$ cat config.mk
export PLATFORM = sky130hd
export DESIGN_NAME = rgmii_speed_ctrl
export DESIGN_NICKNAME = d
export VERILOG_FILES = /design/src/rtl/eth_speed_pkg.sv /design/src/rtl/rgmii_speed_ctrl.sv
export SDC_FILE = /design/constraint.sdc
export NUM_CORES = 1
export LEC_CHECK = 0
export BUFFER_PORTS_ARGS = -buffer_cell sky130_fd_sc_hd__clkbuf_2
export CAP_MARGIN = 30
export CORE_MARGIN = 4
export CORE_UTILIZATION = 50
export CTS_CLUSTER_DIAMETER = 100
export DETAILED_ROUTE_END_ITERATION = 7
export GPL_TIMING_DRIVEN = 0
export PLACE_DENSITY_LB_ADDON = 0.08
export SLEW_MARGIN = 15
export SYNTH_ARGS = -nofsm -noshare
export SYNTH_HDL_FRONTEND = slang
export SYNTH_SLANG_ARGS = --single-unit
$ cat constraint.sdc
create_clock -name clk -period 5.5 [get_ports clk]
set_clock_uncertainty 0.15 [all_clocks]
set_input_delay 0.825 -clock clk [delete_from_list [all_inputs] [get_ports clk]]
set_output_delay 0.825 -clock clk [all_outputs]
set_load 0.02 [all_outputs]
$ cat src/rtl/eth_speed_pkg.sv
`default_nettype none
// ---------------------------------------------------------------------------
// Module : eth_speed_pkg
// Brief  : Link-speed encodings, normalisation and speed-sequencer states.
// Rev    : 1.0 - initial release
// ---------------------------------------------------------------------------
package eth_speed_pkg;

  localparam logic [1:0] SPEED_10M   = 2'b00;
  localparam logic [1:0] SPEED_100M  = 2'b01;
  localparam logic [1:0] SPEED_1000M = 2'b10;

  localparam int ST_W = 2;
  localparam logic [ST_W-1:0] ST_IDLE   = 2'd0;
  localparam logic [ST_W-1:0] ST_DRAIN  = 2'd1;
  localparam logic [ST_W-1:0] ST_RESET  = 2'd2;
  localparam logic [ST_W-1:0] ST_SETTLE = 2'd3;

  // 2'b11 is an alias of 1000M; folding it here keeps 2'b11 off the PHY port.
  function automatic logic [1:0] normalise(input logic [1:0] speed);
    return (speed == 2'b11) ? SPEED_1000M : speed;
  endfunction

endpackage
`default_nettype wire

$ cat src/rtl/rgmii_speed_ctrl.sv
`default_nettype none
// ---------------------------------------------------------------------------
// Module : rgmii_speed_ctrl
// Brief  : Sequences RGMII speed changes: hold MAC, drain, reset PHY IF, settle.
// Rev    : 1.0 - initial release
// ---------------------------------------------------------------------------
module rgmii_speed_ctrl
  import eth_speed_pkg::*;
#(
  parameter logic [1:0] DEFAULT_SPEED     = 2'b10,
  parameter int         DRAIN_IDLE_CYCLES = 16,
  parameter int         DRAIN_TIMEOUT     = 4096,
  parameter int         RESET_CYCLES      = 8,
  parameter int         SETTLE_CYCLES     = 64
) (
  input  logic       clk,
  input  logic       rst,
  input  logic [1:0] cfg_speed_i,
  input  logic       cfg_valid_i,
  output logic       cfg_ready_o,
  input  logic       mac_tx_en_i,
  output logic       mac_tx_hold_o,
  output logic       phy_if_rst_o,
  output logic [1:0] speed_o,
  output logic       busy_o,
  output logic       done_o,
  output logic       timeout_o
);

  localparam int MAX_RS    = (SETTLE_CYCLES > RESET_CYCLES) ? SETTLE_CYCLES : RESET_CYCLES;
  localparam int PHASE_MAX = (DRAIN_TIMEOUT > MAX_RS) ? DRAIN_TIMEOUT : MAX_RS;
  localparam int PHASE_W   = $clog2(PHASE_MAX + 1);
  localparam int IDLE_W    = $clog2(DRAIN_IDLE_CYCLES + 1);

  logic [ST_W-1:0]    state;
  logic [ST_W-1:0]    next_state;
  logic [PHASE_W-1:0] phase_cnt;
  logic [IDLE_W-1:0]  idle_cnt;
  logic [1:0]         target;
  logic               timed_out;
  logic               from_request;

  logic       accept;
  logic [1:0] req_speed;
  logic       same_speed;
  logic       drain_idle;
  logic       drain_timeout;
  logic       reset_end;
  logic       settle_end;
  logic       finish;

  assign accept        = cfg_valid_i && cfg_ready_o;
  assign req_speed     = normalise(cfg_speed_i);
  assign same_speed    = accept && (req_speed == speed_o);
  assign drain_idle    = (state == ST_DRAIN) && !mac_tx_en_i &&
                         (idle_cnt == IDLE_W'(DRAIN_IDLE_CYCLES - 1));
  assign drain_timeout = (state == ST_DRAIN) && (phase_cnt == PHASE_W'(DRAIN_TIMEOUT - 1));
  assign reset_end     = (state == ST_RESET) && (phase_cnt == PHASE_W'(RESET_CYCLES - 1));
  assign settle_end    = (state == ST_SETTLE) && (phase_cnt == PHASE_W'(SETTLE_CYCLES - 1));
  assign finish        = settle_end;

  always_ff @(posedge clk or posedge rst) begin
    if (rst) begin
      state <= ST_RESET;
    end else begin
      state <= next_state;
    end
  end

  always_comb begin
    next_state = state;
    case (state)
      ST_IDLE:   if (accept && !same_speed)         next_state = ST_DRAIN;
      ST_DRAIN:  if (drain_idle || drain_timeout)   next_state = ST_RESET;
      ST_RESET:  if (reset_end)                     next_state = ST_SETTLE;
      ST_SETTLE: if (settle_end)                    next_state = ST_IDLE;
      default:                                      next_state = ST_RESET;
    endcase
  end

  always_comb begin
    cfg_ready_o   = (state == ST_IDLE);
    mac_tx_hold_o = (state != ST_IDLE);
    busy_o        = (state != ST_IDLE);
    phy_if_rst_o  = (state == ST_RESET);
  end

  // from_request separates host-initiated switches from the power-on pass,
  // which must complete silently.
  always_ff @(posedge clk or posedge rst) begin
    if (rst) begin
      phase_cnt    <= '0;
      idle_cnt     <= '0;
      target       <= normalise(DEFAULT_SPEED);
      speed_o      <= normalise(DEFAULT_SPEED);
      timed_out    <= 1'b0;
      from_request <= 1'b0;
      done_o       <= 1'b0;
      timeout_o    <= 1'b0;
    end else begin
      if ((next_state != state) || (state == ST_IDLE)) begin
        phase_cnt <= '0;
      end else begin
        phase_cnt <= phase_cnt + PHASE_W'(1);
      end

      if ((state == ST_DRAIN) && (next_state == ST_DRAIN) && !mac_tx_en_i) begin
        idle_cnt <= idle_cnt + IDLE_W'(1);
      end else begin
        idle_cnt <= '0;
      end

      if ((state == ST_IDLE) && (next_state == ST_DRAIN)) begin
        target       <= req_speed;
        from_request <= 1'b1;
      end

      // Quiet line wins a tie with the timeout, so only a pure timeout flags.
      if ((state == ST_DRAIN) && (next_state == ST_RESET)) begin
        speed_o   <= target;
        timed_out <= drain_timeout && !drain_idle;
      end

      if (finish) begin
        from_request <= 1'b0;
        timed_out    <= 1'b0;
      end

      done_o    <= same_speed || (finish && from_request);
      timeout_o <= finish && from_request && timed_out;
    end
  end

endmodule
`default_nettype wire

* After elaboration in Yosys (flattened, before gate mapping)
Cells that the tools add are included.
** Storage, ports and cells
- Register bits after elaboration :: 28
- Bits in latches :: 0
- Memory bits (writable) :: 0
- ROM bits :: 0
- Input port bits :: 6
- Output and inout port bits :: 8
- Word-level logic and storage cells :: 60
- Memories kept :: 0
** Operators by class
- Add/subtract/negate cells :: 2
- $mul :: 0
- Div/mod/pow operators :: 0
- Magnitude comparators :: 0
- Eq/ne operators :: 12
- Shift-type cells :: 0
- Muxes and demuxes :: 12
- Bitwise gates (word level) :: 0
- Reduce and logical (&&, ||, !) cells :: 25
** Operators by type and width (number)
- logical AND 1 bit :: 15
- adder 13 x 1 -> 13 bit (second input constant) :: 1
- == test 13 x 12 -> 1 bit (second input constant) :: 1
- == test 13 x 3 -> 1 bit (second input constant) :: 1
- == test 13 x 6 -> 1 bit (second input constant) :: 1
- 2-to-1 mux 13 bit :: 1
- 2-to-1 mux 2 bit :: 5
- == test 2 bit (second input constant) :: 4
- one-hot mux 2 bit (4 select lines) :: 1
- nonzero test 2 bit :: 3
- adder 5 x 1 -> 5 bit (second input constant) :: 1
- == test 5 x 4 -> 1 bit (second input constant) :: 1
- 2-to-1 mux 5 bit :: 1
- == test 2 x 1 -> 1 bit (second input constant) :: 2
- 2-to-1 mux 1 bit :: 4
- zero test 1 bit :: 3
- logical OR 1 bit :: 3
- == test 2 bit :: 1
- zero test 2 bit :: 1
- != test 2 bit :: 1

* Logic depth before layout (Yosys ltp)
Gate-level depths: netlist of the first run.
- Depth in word-level cells :: 12
- Mapped depth :: 7
- Gate-level depth less buffers :: 6

* Worst setup path after synthesis of the first run
No wires, ideal clock.
- Path kind :: register -> output
- From :: register state[0]
- To :: output port mac_tx_hold_o
- Arrival time :: 1.244 ns
- Data required time :: 4.525 ns
- Setup slack :: 3.281 ns
- Cell stages (with the launch flop) :: 4
- Buffers on the path :: 1
- Cells stage by stage :: dfrtp_1 nor2_1 inv_1 buf_4
** Between the ends
- Cells in the longest elaborated chain, start to end :: 1
** Ends and longest elaborated chain
- start: declaration :: line rgmii_speed_ctrl.sv:35 : logic [ST_W-1:0] state;
- start signal: assignment :: line rgmii_speed_ctrl.sv:66 : state <= next_state;
- nonzero test 2 bit
- end: declaration :: line rgmii_speed_ctrl.sv:22 : output logic mac_tx_hold_o,
Every way passes these cells.

* Worst setup path in the final report of the first run
- From :: register state[1]
- To :: output port mac_tx_hold_o
** Between the ends
- Cells in the longest elaborated chain, start to end :: 1
** Ends and longest elaborated chain
- nonzero test 2 bit :: line rgmii_speed_ctrl.sv:83 : mac_tx_hold_o = (state != ST_IDLE);
Every way passes these cells.

==> out/results.txt, run 1 <==
CP Launch Type -> register
Warnings from Yosys -> 0
R2R Path End -> phase_cnt[7]
Setup-failing EPs final -> 0
Int Power -> 0.000250 W
Pins Over Slew Limit -> 0
Tcrit/Tclk final -> 0.437
Sequential power share -> 0.656
Max Buffers Root-to-Sink -> 2
Share of cells above drive strength 1 -> 0.291
DR WL/cell -> 13.5 um
Via/cell ratio -> 5.55
Area fraction of the dominant cell type after synthesis -> 0.429
Maximum clock rate -> 416 MHz
Number of diodes -> 0
Library cells used by synthesis -> 35
TritonCTS Buffers -> 3
Setup Fix Bufs, Post-CTS -> 0
Initial antenna violation count -> 0
Gr ovfl total -> 0
First-pass GRT wire length -> 4.42 mm
CP endpoint kind -> output port
Std-Cell Rows -> 19
GP Congestion -> 0.826
Pwr Density -> 193 nW/um^2
CP Max Fanout -> 6
Leakage Power -> 0.759 nW
Synth cell count leaders -> dfrtp_1 (25), nor3_1 (14), nor2_1 (11)
Drc violations -> 0
Number of synthesized flops with an enable pin -> 0
Post-route cell area -> 1630 um^2
VDD IR-drop max -> 143 uV
Max-slew headroom -> 0.675
Least-Margin Pin Slew -> 0.488 ns
I/O Buffers -> 13
Mapped Cells -> 133
Post-route ant nets -> 0
1st-iter DRT viols -> 44
IO Count -> 14
Core Box Area -> 2780 um^2
# resized after CTS -> 0
Gr usage total -> 0.154
Net Sw Frac -> 0.202
R2r setup slk -> 3.57 ns
Via count -> 1011
Most frequent cell after synthesis -> dfrtp_1
Hold Crit Class -> input port to asynchronous set/reset pin
Vias in the first global route -> 1007
CTS root buf -> clkbuf_4
Setup_tns -> 0 ns
Commonest register cell after synthesis -> dfrtp_1
Syn avg cell area -> 11.0 um^2
DIE AREA -> 3850 um^2
Starting Density -> 0.525
Critical path class -> register to output port
DRT Pass-1 Iters -> 4
DPL Wire Length -> 1.90 mm
Ys async rst share -> 1.00
Clock group share of total power -> 0.314
Min Hold Slack -> 0.319 ns
Register area share after synthesis -> 0.483
Area contributors post-synth -> dfrtp_1 (43%), xnor2_1 (6.0%), dfstp_2 (5.4%), nor3_1 (4.8%), mux2_2 (3.1%)
Die Y -> 62.0 um
Post-synthesis register bit count -> 28
TritonCTS Sinks -> 28
R2R depth -> 7
CTS tree -> done
Area delta synth->final -> 11.5%
Drt total wl -> 2.46 mm
Combinational share of power -> 0.030
Largest net degree at the start of global routing -> 19
Synth Net Count -> 142
Die Width -> 62.0 um
Reg clk slew, reported paths -> 0.14 ns
Post-layout minimum cycle time -> 2.40 ns
H-tree depth -> 1
CP arrival -> 1.43 ns
Dpl cell area -> 1590 um^2
CP startpoint -> state[1]
Worst-Skew Late Latency -> 0.32 ns
Final hold violation count -> 0
Outcome -> complete, no violations
CP Data Required Time -> 4.53 ns
Cts hold-fix bufs -> 0
Reg2reg start -> idle_cnt[0]
Util after Layout -> 0.585
Post-synth top area cell -> dfrtp_1
Nets -> 161
RSZ-0062 raised after global routing -> false
Max_cap viols -> 0
Net Switching -> 0.0000635 W
Synthesized area -> 1460 um^2
## cells in the final DEF, fill, tap and decap left out, types with 3 or more instances in the layout
cell and count:
dfrtp_1 25, nor3_1 14, clkbuf_2 13, nor2_1 11, xnor2_1 10, nand2_1 8
nand3_1 7, inv_1 7, mux2_2 4, nand4_1 4, xor2_1 4, nor3b_1 3
buf_4 3, ha_1 3, clkbuf_4 3, dfstp_2 3
## state kept, by name, indices dropped and copies added, names as in the netlist
name,cells
done_o,1
from_request,1
idle_cnt,5
phase_cnt,13
speed_o,2
state,2
target,2
timed_out,1
timeout_o,1
## logic make-up (layout without fill, tap and decap cells)
group / Yosys count / in the layout / share of synthesized area
buffers and inverters: 12 / 30 / 0.0446
adder cells (fa/ha/maj): 3 / 3 / 0.0257
AND/OR/NAND/NOR: 64 / 64 / 0.285
AO/OA/AOI/OAI: 8 / 8 / 0.0472
multiplexers: 4 / 4 / 0.0309
flip-flops: 28 / 28 / 0.483
XOR/XNOR: 14 / 14 / 0.0840
## worst max-delay path, stage by stage (launching register included)
cell and delay, ns:
dfstp_2 0.61, nor2_1 0.08, inv_1 0.14, buf_4 0.13
clkbuf_2 0.15
## layer usage
layer / vias to the layer above / GRT usage / wire, um
li1: 500 / - / -
met1: 491 / 0.193 / 1120
met2: 15 / 0.263 / 1220
met3: 5 / 0.0186 / 79
met4: 0 / 0.0697 / 42
met5: - / 0 / 0
## layout make-up
cell class,count,area (um^2)
Clock buffer,4,36.3
Inverter,7,26.3
Buffer,5,38.8
Multi-Input combinational cell,93,689
Fill cell,239,1150
Timing Repair Buffer,14,92.6
Tap cell,31,38.8
Sequential cell,28,704
## through the flow
stage          instances  setup WS [ns]  power [W]
5_1_grt              182           2.99   0.000330
2_1_floorplan        133           3.28   0.000214
3_5_place_dp         178           3.43   0.000220
6_report             182           3.10   0.000314
4_1_cts              182           3.08   0.000320
3_3_place_gp         177           3.42   0.000217
## worst max-delay path by stage
| stage | to | slack, ns | cells past startpoint |
|---|---|---|---|
| floorplan | mac_tx_hold_o | 3.28 | 3 |
| global placement | target[0] | 3.42 | 5 |
| detailed placement | target[0] | 3.43 | 5 |
| CTS | mac_tx_hold_o | 3.08 | 4 |
| global route | mac_tx_hold_o | 2.99 | 4 |
| finish | mac_tx_hold_o | 3.10 | 4 |
## power groups by stage
| stage | clock network [W] | registers [W] | logic [W] |
|---|---|---|---|
| final | 0.0000986 | 0.000206 | 0.00000942 |
| after global routing | 0.000113 | 0.000206 | 0.0000108 |
| after CTS | 0.000104 | 0.000206 | 0.00000994 |
| after detailed placement | 0 | 0.000210 | 0.00000991 |
| after global placement | 0 | 0.000210 | 0.00000720 |
| after floorplan | 0 | 0.000210 | 0.00000405 |
Note: power is estimated with default switching activity, not from simulation.
==> inputs of run 2 (changes only) <==
ABC_AREA = 1   (was unset)
clock period = 2.5 ns   (was 5.5 ns; I/O delays follow)
==> run 2 against run 1 <==
Effect of this change:
- synthesized cell count rose by 26%
- total power increased by 150%
- non-clock buffer count decreased by 2
- critical path depth increased by 4
- utilization rose by 1.4 points
- critical path type is now register to register
==> out/results.txt, run 2 <==
IO Count -> 14
Warnings from Yosys -> 0
Number of synthesized flops with an enable pin -> 0
Register with the most flip-flops -> phase_cnt
Gr usage total -> 0.151
Post-layout minimum cycle time -> 2.05 ns
Hold Crit Class -> input port to register
Fillers -> 254
Number of diodes -> 0
Outcome -> complete, no violations
Reg clk slew, reported paths -> 0.15 ns
1st-iter DRT viols -> 52
Via count -> 1088
Vias in the first global route -> 1168
DPL Wire Length -> 2.05 mm
DR WL/cell -> 12.1 um
Synth Net Count -> 177
CP Data Required Time -> 2.62 ns
CP endpoint kind -> register
Share of cells above drive strength 1 -> 0.235
CP arrival -> 2.16 ns
Dpl cell area -> 1600 um^2
Die Width -> 62.3 um
I/O Buffers -> 13
First-pass GRT wire length -> 4.84 mm
CTS root buf -> clkbuf_4
Commonest register cell after synthesis -> dfrtp_1
Die Y -> 62.3 um
Most frequent cell after synthesis -> nand2_1
Post-route ant nets -> 0
Nets -> 197
Total power -> 0.000776 W
Max Buffers Root-to-Sink -> 2
Simple-gate share of the synthesized area -> 0.307
Library cells used by synthesis -> 27
Pins Over Slew Limit -> 0
Core Box Area -> 2780 um^2
Drt total wl -> 2.63 mm
CTS tree -> done
Maximum clock rate -> 489 MHz
Mux contribution to synthesized area -> 0
TritonCTS Sinks -> 28
Post-synthesis register bit count -> 28
Largest net degree at the start of global routing -> 20
Gr ovfl total -> 0
GP Congestion -> 0.790
Most common cell after layout, fill and taps aside -> nand2_1
Top Registers -> phase_cnt (13), idle_cnt (5)
Largest family of logic cells by synthesized area -> simple AND/OR/NAND/NOR gates
Tcrit/Tclk final -> 0.818
H-tree depth -> 1
CP Launch Type -> register
TritonCTS Buffers -> 3
RSZ-0062 raised after global routing -> false
Commonest cells after routing, fill and taps aside -> nand2_1 (32), dfrtp_1 (25), inv_1 (24)
Synthesized area -> 1470 um^2
DIE AREA -> 3880 um^2
Std-Cell Rows -> 19
CP Max Fanout -> 6
Syn avg cell area -> 8.77 um^2
Min Hold Slack -> 0.102 ns
Area contributors post-synth -> dfrtp_1 (42%), nand2_1 (8.2%), xor2_1 (6.5%), inv_1 (6.1%), dfstp_2 (5.4%)
Util after Layout -> 0.599
XOR/XNOR share of the synthesized area -> 0.0833
Cts hold-fix bufs -> 1
# resized after CTS -> 0
Max FFs per register -> 13
Least-Margin Pin Slew -> 0.457 ns
Initial antenna violation count -> 0
Register area share after synthesis -> 0.478
DRT Pass-1 Iters -> 4
Compound-Gate Fraction of Synth Area -> 0.0297
Drc violations -> 0
Area delta synth->final -> 13.2%
Area fraction of the dominant cell type after synthesis -> 0.425
Synth Area in Adders -> 0.0255
Via/cell ratio -> 4.99
Setup_tns -> 0 ns
Max-slew headroom -> 0.695
Final hold violation count -> 0
Setup-failing EPs final -> 0
Post-route cell area -> 1670 um^2
Synth cell count leaders -> nand2_1 (32), dfrtp_1 (25), inv_1 (24)
Mapped Cells -> 168
Critical path class -> register to register
VDD IR-drop max -> 431 uV
Leakage Power -> 0.817 nW
Worst-Skew Late Latency -> 0.34 ns
Starting Density -> 0.529
Post-synth top area cell -> dfrtp_1
Max_cap viols -> 0
Ys async rst share -> 1.00
Setup Fix Bufs, Post-CTS -> 0
Pwr Density -> 466 nW/um^2
## run 2: cell types whose count changed after synthesis, sizes merged, moves of 7 or more
cell / change
nor3: -7
nor2: +18
inv: +18
nand2: +27
xnor2: -7
xor2: +7
## run 2: worst paths after layout
| kind | from | to | slack [ns] | cells after the start |
|---|---|---|---|---|
| worst max-delay path | idle_cnt[0] | idle_cnt[1] | 0.45 | 8 |
| worst min-delay path | mac_tx_en_i | idle_cnt[1] | 0.10 | 2 |
| worst max register to register | idle_cnt[0] | idle_cnt[1] | 0.45 | 8 |
| worst min register to register | phase_cnt[0] | phase_cnt[0] | 0.32 | 1 |
| max in group asynchronous | rst | state[1] | 1.28 | 4 |
| min in group asynchronous | rst | idle_cnt[2] | 0.40 | 3 |
## run 2: cells by family (layout without fill, tap and decap cells)
kind of cell | Yosys count | in the layout
adder cells (fa/ha/maj) | 3 | 3
AND/OR/NAND/NOR | 89 | 89
AO/OA/AOI/OAI | 7 | 7
XOR/XNOR | 14 | 14
buffers and inverters | 27 | 46
flip-flops | 28 | 28
## run 2: where the power goes
| group | leakage, nW | internal (W) | switching [W] |
|---|---|---|---|
| clock network | 0.0279 | 0.000162 | 0.000137 |
| registers | 0.356 | 0.000453 | 0 |
| logic | 0.434 | 0.00000978 | 0.0000136 |
| total | 0.817 | 0.000626 | 0.000151 |
## run 2: per-stage QoR
step	cells	setup WS [ns]
after global placement	212	0.496
after global routing	218	0.295
final	218	0.454
after floorplan	168	0.685
after detailed placement	213	0.485
after CTS	218	0.446
## run 2: layer usage
layer	vias up	track usage	part of all wire
met5	-	0	0
met4	0	0.0637	0.019
met3	5	0.0216	0.029
met2	16	0.276	0.53
met1	508	0.172	0.42
li1	559	-	-
## run 2: worst max-delay path, stage by stage, from the launching register on
cell and delay (ns):
dfrtp_1 0.43, ha_1 0.22, and3_1 0.19, ha_1 0.17, nand3b_1 0.15, nand2_2 0.12, inv_1 0.13, nand3_1 0.20
nor3b_1 0.22
## run 2: final cells by class
type                       count  area [um^2]  share of cell area
buffer                         2         18.8              0.0113
timing repair buffer          15          103              0.0616
tap                           31         38.8              0.0233
multi-input combinational    113          656               0.393
inverter                      25         93.8              0.0563
clock buffer                   3         22.5              0.0135
clock inverter                 1         30.0              0.0180
sequential                    28          704               0.423
